**config.mk**
```make
export PLATFORM = sky130hd
export DESIGN_NAME = bcd_down_counter
export DESIGN_NICKNAME = d
export VERILOG_FILES = /design/src/rtl/bcd_pkg.sv /design/src/rtl/bcd_down_digit.sv /design/src/rtl/bcd_down_counter.sv
export SDC_FILE = /design/constraint.sdc
export NUM_CORES = 1
export LEC_CHECK = 0
export CAP_MARGIN = 20
export CORE_UTILIZATION = 43
export DETAILED_ROUTE_END_ITERATION = 8
export PLACE_DENSITY_LB_ADDON = 0.3
export SYNTH_ARGS = -nofsm -noshare
export SYNTH_HDL_FRONTEND = slang
export SYNTH_SLANG_ARGS = --single-unit
```
**constraint.sdc**
```tcl
create_clock -name clk -period 2.1 [get_ports clk]
set_input_delay 0.315 -clock clk [delete_from_list [all_inputs] [get_ports clk]]
set_output_delay 0.315 -clock clk [all_outputs]
set_load 0.01 [all_outputs]
```
**src/rtl/bcd_pkg.sv**
```systemverilog
// rtl/bcd_pkg.sv - shared types, constants and helpers for the BCD down-counter
package bcd_pkg;

    typedef logic [3:0] bcd_digit_t;

    localparam bcd_digit_t BCD_MAX = 4'd9;

    typedef enum logic [1:0] {
        ST_IDLE,
        ST_RUN,
        ST_HOLD,
        ST_DONE
    } state_t;

    function automatic logic is_bcd(input bcd_digit_t d);
        return (d <= BCD_MAX);
    endfunction

endpackage

```
**src/rtl/bcd_down_digit.sv**
```systemverilog
// rtl/bcd_down_digit.sv - one BCD digit register with load and borrow chain
module bcd_down_digit
    import bcd_pkg::*;
(
    input  logic       clk,
    input  logic       reset_n,
    input  logic       load_i,
    input  bcd_digit_t load_digit_i,
    input  logic       borrow_i,
    output bcd_digit_t digit_o,
    output logic       borrow_o
);

    bcd_digit_t digit_q, digit_d;

    assign digit_o  = digit_q;
    assign borrow_o = borrow_i && (digit_q == 4'd0);

    always_comb begin
        digit_d = digit_q;
        if (load_i) begin
            digit_d = load_digit_i;
        end else if (borrow_i) begin
            digit_d = (digit_q == 4'd0) ? BCD_MAX : digit_q - 4'd1;
        end
    end

    always_ff @(posedge clk or negedge reset_n) begin
        if (!reset_n) begin
            digit_q <= 4'd0;
        end else begin
            digit_q <= digit_d;
        end
    end

endmodule

```
**src/rtl/bcd_down_counter.sv**
```systemverilog
// rtl/bcd_down_counter.sv - multi-digit BCD countdown timer; BCD_AUTO_RELOAD_EN enables periodic reload
module bcd_down_counter
    import bcd_pkg::*;
#(
    parameter int NDIG = 2
) (
    input  logic              clk,
    input  logic              reset_n,
    input  logic              load,
    input  logic [4*NDIG-1:0] load_val,
    input  logic              start,
    input  logic              pause,
    input  logic              tick,
    output logic [4*NDIG-1:0] count,
    output logic              busy,
    output logic              zero,
    output logic              done,
    output logic              load_err
);

    localparam int CW = 4 * NDIG;

    state_t        state_q, state_d;
    logic          done_q, done_d;
    logic          load_err_q, load_err_d;
    logic          load_ok;
    logic          digit_load;
    logic          dec_en;
    logic          count_zero;
    logic          count_one;
    logic [CW-1:0] load_src;
    logic [NDIG:0] borrow;
    logic          borrow_unused;

`ifdef BCD_AUTO_RELOAD_EN
    logic [CW-1:0] reload_q;

    always_ff @(posedge clk or negedge reset_n) begin
        if (!reset_n) begin
            reload_q <= '0;
        end else if (load && load_ok) begin
            reload_q <= load_val;
        end
    end
`endif

    assign count_zero = (count == '0);
    assign count_one  = (count == CW'(1));

    always_comb begin
        load_ok = 1'b1;
        for (int i = 0; i < NDIG; i++) begin
            if (!is_bcd(load_val[4*i +: 4])) begin
                load_ok = 1'b0;
            end
        end
    end

    always_comb begin
        state_d    = state_q;
        done_d     = 1'b0;
        load_err_d = 1'b0;
        digit_load = 1'b0;
        dec_en     = 1'b0;
        load_src   = load_val;
        if (load) begin
            if (load_ok) begin
                digit_load = 1'b1;
                state_d    = ST_IDLE;
            end else begin
                load_err_d = 1'b1;
            end
        end else begin
            case (state_q)
                ST_IDLE, ST_HOLD: begin
                    if (start) begin
                        if (count_zero) begin
                            state_d = ST_DONE;
                            done_d  = 1'b1;
                        end else begin
                            state_d = ST_RUN;
                        end
                    end
                end
                ST_RUN: begin
`ifdef BCD_AUTO_RELOAD_EN
                    // Count sits at zero for exactly one RUN cycle (the done cycle) before reloading.
                    if (count_zero) begin
                        digit_load = 1'b1;
                        load_src   = reload_q;
                    end else
`endif
                    if (pause) begin
                        state_d = ST_HOLD;
                    end else if (tick) begin
                        dec_en = 1'b1;
                        if (count_one) begin
                            done_d  = 1'b1;
`ifdef BCD_AUTO_RELOAD_EN
                            state_d = (reload_q == '0) ? ST_DONE : ST_RUN;
`else
                            state_d = ST_DONE;
`endif
                        end
                    end
                end
                default: ;
            endcase
        end
    end

    assign borrow[0] = dec_en;

    for (genvar g = 0; g < NDIG; g++) begin : g_digit
        bcd_down_digit u_digit (
            .clk          (clk),
            .reset_n      (reset_n),
            .load_i       (digit_load),
            .load_digit_i (load_src[4*g +: 4]),
            .borrow_i     (borrow[g]),
            .digit_o      (count[4*g +: 4]),
            .borrow_o     (borrow[g+1])
        );
    end

    // Decrement is never enabled at zero, so the top digit cannot borrow.
    assign borrow_unused = borrow[NDIG];

    always_ff @(posedge clk or negedge reset_n) begin
        if (!reset_n) begin
            state_q    <= ST_IDLE;
            done_q     <= 1'b0;
            load_err_q <= 1'b0;
        end else begin
            state_q    <= state_d;
            done_q     <= done_d;
            load_err_q <= load_err_d;
        end
    end

    assign busy     = (state_q == ST_RUN);
    assign zero     = count_zero;
    assign done     = done_q;
    assign load_err = load_err_q;

endmodule

```
==> out/qor.yml <==
status:
  status: "finished with violations"
  failed_checks: "design-rule violations"
floorplan:
  die-area_um2: 1896
  ios: 26
  dieHeight_um: 43.54
  start_util_pct: 47.59
  core_um2: 1559
  core.rowCount: 14
  chipWidth_um: 43.54
power_and_ir_drop:
  leakagePower_nw: 0.4055
  pwr-share-comb_pct: 43.3
  power.share.switching_pct: 35.18
  clkPwrFrac_pct: 19.7
  p_seq_share_pct: 37.0
  p_int_uw: 616.6
  worst_ir_drop_vdd_uv: 486.8
  power_density_nw_per_um2: 888.1
  p_sw_uw: 334.6
placement:
  gp_congestion: 0.8208
  dp_hpwl_um: 1351
  placed_area_um2: 1030
  io_buffers: 25
sta:
  period_needed_ns: 1.896
  finalSetupTns_ns: 0
  maxSlewHeadroom_pct: 61.98
  rsz0062_at_grt: "false"
  hold_viol: 0
  setup_viol: 0
  final_max_slew_viol_count: 0
  fin_skew_ns: 0.005717
  fmax_mhz: 527.4
  period_share_pct: 90.30
  worst_pin_slew_ns: 0.5685
logic_synthesis:
  async_reset_ff_share_pct: 100.0
  ys_seq_elements: 12
  syn-num-nets: 93
  ys_seq_area_share_pct: 40.47
  yosys_most_used_dff: "dfrtp_1"
  ys_warn_count: 0
  netlist_area_um2: 742.0
  netlist_instances: 79
  synth_area_per_cell_um2: 9.392
  synth-edff-count: 0
  synth.distinct_cells: 35
cts:
  post-cts-setup-buffer-count: 0
  cts_sinks: 12
  hold_buffers: 0
  root_buffer: "clkbuf_4"
  numCtsBuffers: 3
  max-clock-path-buffers: 2
  ctsHtreeMaxLevel: 1
  cts_tree: "yes"
  cts.clk_slew.worst_paths_ns: 0.08
  clk_latency_ns: 0.28
final_layout:
  antenna_cells: 0
  nets: 124
  stdcell_area_um2: 1071
  drive_gt1_share_pct: 17.43
  area_growth_pct: 44.35
global_routing:
  grt_max_degree: 13
  grt_overflow_total: 0
  grt_pass1_wl_um: 3070
  antenna_found_initial: 0
  grt.total_usage_pct: 22.00
  grt_pass1_vias: 701
routing:
  dr.pass1.iters: 7
  wl_per_cell_um: 14.72
  drt_drc_violations_left: 2
  drt_iter0_drc: 24
  num_vias: 743
  finalWirelength_um: 1840
  viasPerCell: 5.944
  ant_nets: 0
critical_path:
  cp_cell_sequence: "nor2b_1 -> clkdlybuf4s50_1"
  worst_ep_arrival_time_ns: 1.58
  cp.buffers_inverters: 1
  slowest_stage: "clkdlybuf4s50_1"
  worst-setup-path-type: "register to output pin"
  worst_path_largest_cell_delay_ns: 0.60
  start_kind: "register"
  worstPathMaxFanout: 6
  required_ns: 1.78
  crit_family: "buffers and inverters"
  critPathCaptureType: "output pin"
hold_path:
  min_path_type: "input port to asynchronous set/reset pin"
flow_run:
  maxCapViolations: 0
-- cells in the mapped netlist, types with 3 or more instances --
master	n	area (um^2)
a21oi_1	5	25.02
a31oi_1	3	18.77
dfrtp_1	12	300.3
nand2_1	4	15.01
nand3_1	3	15.01
nor2_1	10	37.54
nor3_2	4	40.04
o21ai_0	4	20.02
-- worst paths after layout --
check / slack (ns) / to / depth (start not counted) / from
setup / recovery: 0.20 / busy / 2 / state_q[0]$_DFFE_PN0P_
hold / removal: 0.40 / g_digit[0].u_digit.digit_o[2]$_DFFE_PN0P_ / 1 / reset_n
setup reg to reg: 0.39 / state_q[0]$_DFFE_PN0P_ / 4 / state_q[1]$_DFFE_PN0P_
hold reg to reg: 0.58 / done$_DFF_PN0_ / 1 / state_q[0]$_DFFE_PN0P_
max in group asynchronous: 1.30 / g_digit[0].u_digit.digit_o[1]$_DFFE_PN0P_ / 1 / reset_n
min in group clk: 0.58 / done$_DFF_PN0_ / 1 / state_q[0]$_DFFE_PN0P_
-- timing repair --
item | in CTS | in global routing
endpoints found under the setup margin | 1 | 0
gates resized for setup | 3 | 0
hold endpoints to repair | 0 | 0
-- per-stage QoR --
stage          util (%)  hold WS [ns]  power [mW]  setup slack, ns  std cells
6_report          68.70        0.3961      0.9512           0.2038        125
5_1_grt           68.70        0.4488       1.007           0.1347        125
4_1_cts           68.70        0.4119      0.9503           0.2176        125
3_5_place_dp      66.05        0.5693      0.7558          0.07794        121
3_3_place_gp      66.05        0.5359      0.7435           0.1210        121
2_1_floorplan         -       0.01941      0.5599           0.4799         79
-- layout by cell type, fill, tap and decap left out, drive strengths merged, types with 3 or more instances in the layout --
master,n
clkdlybuf4s50,24
dfrtp,12
nor2,10
nor3,6
a21oi,5
o21ai,5
nand2,4
buf,4
clkbuf,4
nand3,3
a31oi,3
-- state kept, by name, indices dropped and copies added, names as in the netlist --
name                     cells
g_digit.u_digit.digit_o      8
state_q                      2
done                         1
load_err                     1
-- power groups by stage --
| stage | logic [mW] | registers (mW) | clock network [mW] |
|---|---|---|---|
| after floorplan | 0.197 | 0.363 | 0 |
| after global placement | 0.396 | 0.347 | 0 |
| after detailed placement | 0.404 | 0.352 | 0 |
| after CTS | 0.410 | 0.350 | 0.190 |
| after global routing | 0.446 | 0.360 | 0.201 |
| final | 0.412 | 0.352 | 0.187 |
-- kinds of logic (layout without fill, tap and decap cells) --
logic type	Yosys count	in the layout	share of synthesized area (%)
simple gates	39	39	33.39
xor+xnor	3	3	3.542
flops	12	12	40.47
compound gates	19	19	16.53
buf+inv	3	33	1.686
mux	3	3	4.384
-- layer usage --
metal  routed length, um  part of all wire, %  track usage [%]
met4                  32                  1.7            11.88
met1                 828                   45            30.00
met5                   0                    0                0
met2                 877                   48            33.43
met3                 102                  5.5            3.333
-- layout make-up --
type / instances / area [um^2]
multi-input cells: 64 / 434.2
repair buffers: 29 / 279.0
flip-flops and latches: 12 / 301.5
fillers: 118 / 488.0
clock buffers: 4 / 36.28
well taps: 16 / 20.02
-- worst reg2reg max path: cells and delay by family, from the launching register on --
family             cells  cell delay, ns
and+or+nand+nor        2            0.57
AOI/OAI and AO/OA      1            0.28
muxes                  1            0.32
DFF                    1            0.43
No activity file was read; power rests on OpenSTA's default activity.
